===== src/rtl/pamac_seq_cp.sv =====
// -----------------------------------------------------------------------------
// pamac_seq_cp
// Sequential control path for the PAMAC multiplier. On start it latches the
// operand select, the chosen radix-4 Booth group register and the zero-skip
// mode. It then issues one {group_idx, double, neg} term per accepted
// handshake, lowest group first, optionally skipping null groups.
//
// Ports:
//   clk, rst_n                 clock, asynchronous active-low reset
//   start                      begin a decomposition (IDLE only)
//   ETC_A, ETC_W_in            effective term counts of activation / weight
//   BPR_A, BPR_W               Booth groups, group i = bits [3i+2:3i]
//   MDecomp, AWDecomp          compare-based or forced operand select
//   zero_skip_en               skip null groups for this decomposition
//   term_ready                 datapath accepts the presented term
//   busy                       high in RUN and DONE
//   mul_sel                    latched select, 1 = W decomposed
//   term_valid, group_idx      presented term and its group index
//   double, neg, term_zero     Booth decode of the presented group
//   last                       presented term is the final one
//   done                       one-cycle completion pulse
//   term_count                 terms accepted since the last start
// -----------------------------------------------------------------------------
module pamac_seq_cp #(
    parameter int NUM_GROUPS = 8,
    parameter int ETC_W      = 4,
    parameter int IDX_W      = $clog2(NUM_GROUPS),
    parameter int CNT_W      = $clog2(NUM_GROUPS + 1)
) (
    input  logic                    clk,
    input  logic                    rst_n,
    input  logic                    start,
    input  logic [ETC_W-1:0]        ETC_A,
    input  logic [ETC_W-1:0]        ETC_W_in,
    input  logic [3*NUM_GROUPS-1:0] BPR_A,
    input  logic [3*NUM_GROUPS-1:0] BPR_W,
    input  logic                    MDecomp,
    input  logic                    AWDecomp,
    input  logic                    zero_skip_en,
    input  logic                    term_ready,
    output logic                    busy,
    output logic                    mul_sel,
    output logic                    term_valid,
    output logic [IDX_W-1:0]        group_idx,
    output logic                    double,
    output logic                    neg,
    output logic                    term_zero,
    output logic                    last,
    output logic                    done,
    output logic [CNT_W-1:0]        term_count
);

    typedef enum logic [1:0] {
        ST_IDLE = 2'd0,
        ST_RUN  = 2'd1,
        ST_DONE = 2'd2
    } state_e;

    // Radix-4 Booth decode helpers
    function automatic logic booth_double(input logic [2:0] g);
        case (g)
            3'b011, 3'b100: booth_double = 1'b1;
            default:        booth_double = 1'b0;
        endcase
    endfunction

    function automatic logic booth_neg(input logic [2:0] g);
        case (g)
            3'b100, 3'b101, 3'b110: booth_neg = 1'b1;
            default:                booth_neg = 1'b0;
        endcase
    endfunction

    function automatic logic booth_zero(input logic [2:0] g);
        case (g)
            3'b000, 3'b111: booth_zero = 1'b1;
            default:        booth_zero = 1'b0;
        endcase
    endfunction

    state_e                  state_q, state_d;
    logic [CNT_W-1:0]        ptr_q, ptr_d;
    logic [CNT_W-1:0]        cnt_q, cnt_d;
    logic                    sel_q, sel_d;
    logic [3*NUM_GROUPS-1:0] bpr_q, bpr_d;
    logic                    skip_q, skip_d;

    logic                    valid_q, last_q, dbl_q, neg_q, zero_q, done_q, busy_q;
    logic [IDX_W-1:0]        idx_q;

    logic                    found_s, more_s, hit_s;
    logic [IDX_W-1:0]        idx_s;
    logic [2:0]              grp_s, grp_hit_s;
    logic                    present_s;

    // Next-state logic: latch on start, advance the pointer on each handshake
    always_comb begin
        state_d = state_q;
        ptr_d   = ptr_q;
        cnt_d   = cnt_q;
        sel_d   = sel_q;
        bpr_d   = bpr_q;
        skip_d  = skip_q;
        case (state_q)
            ST_IDLE: begin
                if (start) begin
                    sel_d   = MDecomp ? (ETC_A > ETC_W_in) : AWDecomp;
                    bpr_d   = sel_d ? BPR_W : BPR_A;
                    skip_d  = zero_skip_en;
                    ptr_d   = {CNT_W{1'b0}};
                    cnt_d   = {CNT_W{1'b0}};
                    state_d = ST_RUN;
                end else begin
                    state_d = ST_IDLE;
                end
            end
            ST_RUN: begin
                if (valid_q) begin
                    if (term_ready) begin
                        ptr_d   = CNT_W'(idx_q) + CNT_W'(1'b1);
                        cnt_d   = cnt_q + CNT_W'(1'b1);
                        state_d = last_q ? ST_DONE : ST_RUN;
                    end else begin
                        state_d = ST_RUN;
                    end
                end else begin
                    // nothing eligible at the pointer: all-null operand
                    state_d = ST_DONE;
                end
            end
            ST_DONE: state_d = ST_IDLE;
            default: state_d = ST_IDLE;
        endcase
    end

    // Priority search over the next-cycle view, so term outputs can be registered
    always_comb begin
        found_s   = 1'b0;
        more_s    = 1'b0;
        idx_s     = {IDX_W{1'b0}};
        grp_hit_s = 3'b000;
        grp_s     = 3'b000;
        hit_s     = 1'b0;
        for (int i = 0; i < NUM_GROUPS; i++) begin
            grp_s     = bpr_d[3*i +: 3];
            hit_s     = (!skip_d || !booth_zero(grp_s)) && (CNT_W'(i) >= ptr_d);
            more_s    = more_s | (hit_s & found_s);
            idx_s     = (hit_s & ~found_s) ? IDX_W'(i) : idx_s;
            grp_hit_s = (hit_s & ~found_s) ? grp_s : grp_hit_s;
            found_s   = found_s | hit_s;
        end
        present_s = (state_d == ST_RUN) && found_s;
    end

    // State and registered outputs
    always_ff @(posedge clk or negedge rst_n) begin
        if (!rst_n) begin
            state_q <= ST_IDLE;
            ptr_q   <= {CNT_W{1'b0}};
            cnt_q   <= {CNT_W{1'b0}};
            sel_q   <= 1'b0;
            bpr_q   <= {(3*NUM_GROUPS){1'b0}};
            skip_q  <= 1'b0;
            valid_q <= 1'b0;
            idx_q   <= {IDX_W{1'b0}};
            dbl_q   <= 1'b0;
            neg_q   <= 1'b0;
            zero_q  <= 1'b0;
            last_q  <= 1'b0;
            done_q  <= 1'b0;
            busy_q  <= 1'b0;
        end else begin
            state_q <= state_d;
            ptr_q   <= ptr_d;
            cnt_q   <= cnt_d;
            sel_q   <= sel_d;
            bpr_q   <= bpr_d;
            skip_q  <= skip_d;
            valid_q <= present_s;
            idx_q   <= present_s ? idx_s : {IDX_W{1'b0}};
            dbl_q   <= present_s & booth_double(grp_hit_s);
            neg_q   <= present_s & booth_neg(grp_hit_s);
            zero_q  <= present_s & booth_zero(grp_hit_s);
            last_q  <= present_s & ~more_s;
            done_q  <= (state_d == ST_DONE);
            busy_q  <= (state_d != ST_IDLE);
        end
    end

    assign busy       = busy_q;
    assign mul_sel    = sel_q;
    assign term_valid = valid_q;
    assign group_idx  = idx_q;
    assign double     = dbl_q;
    assign neg        = neg_q;
    assign term_zero  = zero_q;
    assign last       = last_q;
    assign done       = done_q;
    assign term_count = cnt_q;

endmodule


===== config.mk =====
export PLATFORM = sky130hd
export DESIGN_NAME = pamac_seq_cp
export DESIGN_NICKNAME = d
export VERILOG_FILES = /design/src/rtl/pamac_seq_cp.sv
export SDC_FILE = /design/constraint.sdc
export NUM_CORES = 1
export LEC_CHECK = 0
export ABC_AREA = 1
export CAP_MARGIN = 20
export CORE_ASPECT_RATIO = 0.5
export CORE_UTILIZATION = 45
export DETAILED_ROUTE_END_ITERATION = 16
export GPL_ROUTABILITY_DRIVEN = 0
export GPL_TIMING_DRIVEN = 0
export HOLD_SLACK_MARGIN = 0.12
export PLACE_DENSITY = 0.74
export SLEW_MARGIN = 20
export SYNTH_ARGS = -nofsm -noshare
export SYNTH_HDL_FRONTEND = slang
export SYNTH_SLANG_ARGS = --single-unit

===== constraint.sdc =====
create_clock -name clk -period 4.8 [get_ports clk]
set_clock_uncertainty 0.15 [all_clocks]
set_input_delay 0.72 -clock clk [delete_from_list [all_inputs] [get_ports clk]]
set_output_delay 0.72 -clock clk [all_outputs]
set_load 0.02 [all_outputs]

==> out/metrics.yaml <==
layout_min_cycle_time_ps: 3790
vias: 2974
die_w_um: 122
fin_nets: 596
num_rows: 21
viasPerCell: 4.80
dr.first_iter.drc_count: 94
slew_violations: 0
critPathMaxStageDelay_ps: 460
max_clock_freq_mhz: 264
hold_class: "in2async"
place_ws_ps: 715
worstPathRequired_ps: 4820
clock_latency_ps: 280
clkTransAtPathRegs_ps: 60
synth_nets: 511
cts_setup_buffers: 0
cts_tree: "done"
clock_path_buffers: 2
synth-edff-count: 0
critical_path_buf_inv_count: 4
critical_path_class: "in2reg"
die_h_um: 61.8
antenna_found_initial: 0
cts-buffers-inserted: 5
finalSetupViolations: 0
fp.dieArea_um2: 7510
final_area_um2: 4320
syn2layout_area_growth_pct: 34.2
total_power_mw: 2.34
end_kind: "register"
placed_cell_area_um2: 4120
async_flop_share: 1.00
cp-startpoint: "ETC_W_in[3]"
path_cells: "clkdlybuf4s50_1 > inv_1 > ha_1 > a21oi_1 > nand2_2 > a21boi_2 > nand2_1 > a31oi_4 > inv_2 > o21ai_1 > nand3_1 > nand2_1 > nand4_4 > nor2_4 > nand2_1 > nand2_1 > inv_1 > nand2_1 > nor2_2"
n_antenna_cell: 0
postRouteAntennaNets: 0
tns_ps: 0
rsz0062_at_grt: "no"
ctsResizeCount: 0
clock-root-buffer: "clkbuf_16"
path_common_cell: "nand2_1"
drc_errors: 0
ir_worst_vdd_v: 0.000239
tritoncts_num_sinks: 46
start_util: 0.473
synthFlopType: "dfrtp_1"
status: "completed"
grt_max_degree: 30
first_global_vias: 2708
overflow: 0
firstDrtPassIters: 5
core_um2: 6810
fin_util: 0.634
setup_ws_ps: 1010
relSlewSlack: 0.637
postCtsHoldBufs: 0
synth.cell_area_um2: 3220
power.leakage_nw: 2.13
hpwl_um: 5840
io_buffers: 77
wl_um: 7410
wl_per_cell_um: 12.0
track_usage: 0.213
hold_viol: 0
fin_crit_sh: 0.789
synth_cell_type_count: 47
reg2reg_from: "state_q[1]$_DFF_PN0_"
critPathMaxFanout: 10
synth_seq_area_share: 0.358
arrival_ps: 3810
p_per_area_nw_per_um2: 543
synth_cells: 442
crit_family: "simple AND/OR/NAND/NOR gates"
cp-start-kind: "primary input"
syn_area_per_cell_um2: 7.28
h-tree-depth: 2
critical_path.slowest_cell: "a21boi_2"
maxCapViolations: 0
drive_gt1_frac: 0.169
ios: 78
max_slew.worst_pin.slew_ps: 542
grt_pass1_wl_um: 12300
yosysWarnings: 0
synth-seq-cells: 46
==> cells by family (layout without fill, tap and decap cells) <==
kind of cell / after synthesis / in the layout / share of synthesized area
buffers and inverters: 77 / 163 / 0.104
AOI/OAI and AO/OA: 52 / 52 / 0.115
xor gates and xnor gates: 2 / 2 / 0.00545
adders and majority gates: 6 / 6 / 0.0233
and+or+nand+nor: 259 / 259 / 0.394
DFF: 46 / 46 / 0.358
==> cell usage after synthesis (5+ instances only) <==
master,count,area [um^2]
a21oi_1,19,95.1
dfrtp_1,46,1150
ha_1,6,75.1
inv_1,51,191
inv_2,13,48.8
nand2_1,111,417
nand2_2,17,106
nand3_1,50,250
nor2_1,40,150
nor2_2,6,37.5
o21ai_0,8,40.0
or2_2,5,31.3
==> worst reg2reg max path: cells and delay by family (launching register included) <==
family | cells | cell delay (ps)
compound gates | 2 | 290
buf+inv | 5 | 810
flops | 1 | 420
simple gates | 11 | 1180
==> per-stage QoR <==
step,hold slack [ps],cells
finish,222,620
floorplan,274,442
detailed placement,337,612
global placement,324,611
global route,246,620
CTS,232,620
==> final timing paths <==
kind / to / slack [ps] / cells past startpoint
max: term_zero$_DFF_PN0_ / 1010 / 19
min: bpr_q[2]$_DFF_PN0_ / 220 / 1
max reg2reg: term_zero$_DFF_PN0_ / 1850 / 18
min reg2reg: mul_sel$_DFFE_PN0P_ / 350 / 2
max in group asynchronous: bpr_q[23]$_DFF_PN0_ / 3790 / 2
min in group clk: mul_sel$_DFFE_PN0P_ / 350 / 2
==> cell usage in the layout, fill, tap and decap left out, drive strengths merged <==
| master | count |
|---|---|
| nor3 | 4 |
| clkinv | 1 |
| clkdlybuf4s50 | 76 |
| nand2 | 132 |
| o21ai | 14 |
| and3 | 1 |
| nor2 | 50 |
| or2 | 11 |
| xnor2 | 1 |
| o211ai | 2 |
| nand3 | 53 |
| ha | 6 |
| dfrtp | 46 |
| xor2 | 1 |
| bufinv | 2 |
| nand3b | 3 |
| a22o | 1 |
| inv | 65 |
| a31oi | 6 |
| a41oi | 1 |
| nand4 | 5 |
| clkbuf | 7 |
| o22ai | 2 |
| a21boi | 3 |
| buf | 12 |
| a21oi | 23 |
==> sequential cells by signal, indices dropped and copies added, names as in the netlist <==
register	flops
group_idx	3
double	1
state_q	2
done	1
term_valid	1
busy	1
last	1
mul_sel	1
bpr_q	24
neg	1
ptr_q	4
term_zero	1
term_count	4
skip_q	1
==> per-layer routing <==
metal,track usage,share of wire
met1,0.298,0.51
met2,0.360,0.43
met3,0.0328,0.054
met4,0.0370,0.0051
met5,0,0
==> power by group <==
group          switching [mW]  internal, mW
Sequential             0.0635         0.538
Combinational           0.821         0.467
Clock                   0.142         0.312
Total                    1.03          1.32
==> cell type report <==
type	count	area [um^2]
Clock inverter	2	60.1
Buffer	11	83.8
Fill cell	599	2490
Clock buffer	6	139
Inverter	66	251
Tap cell	92	115
Sequential cell	46	1150
Timing Repair Buffer	78	786
Multi-Input combinational cell	319	1730
No activity file was read; power rests on OpenSTA's default activity.
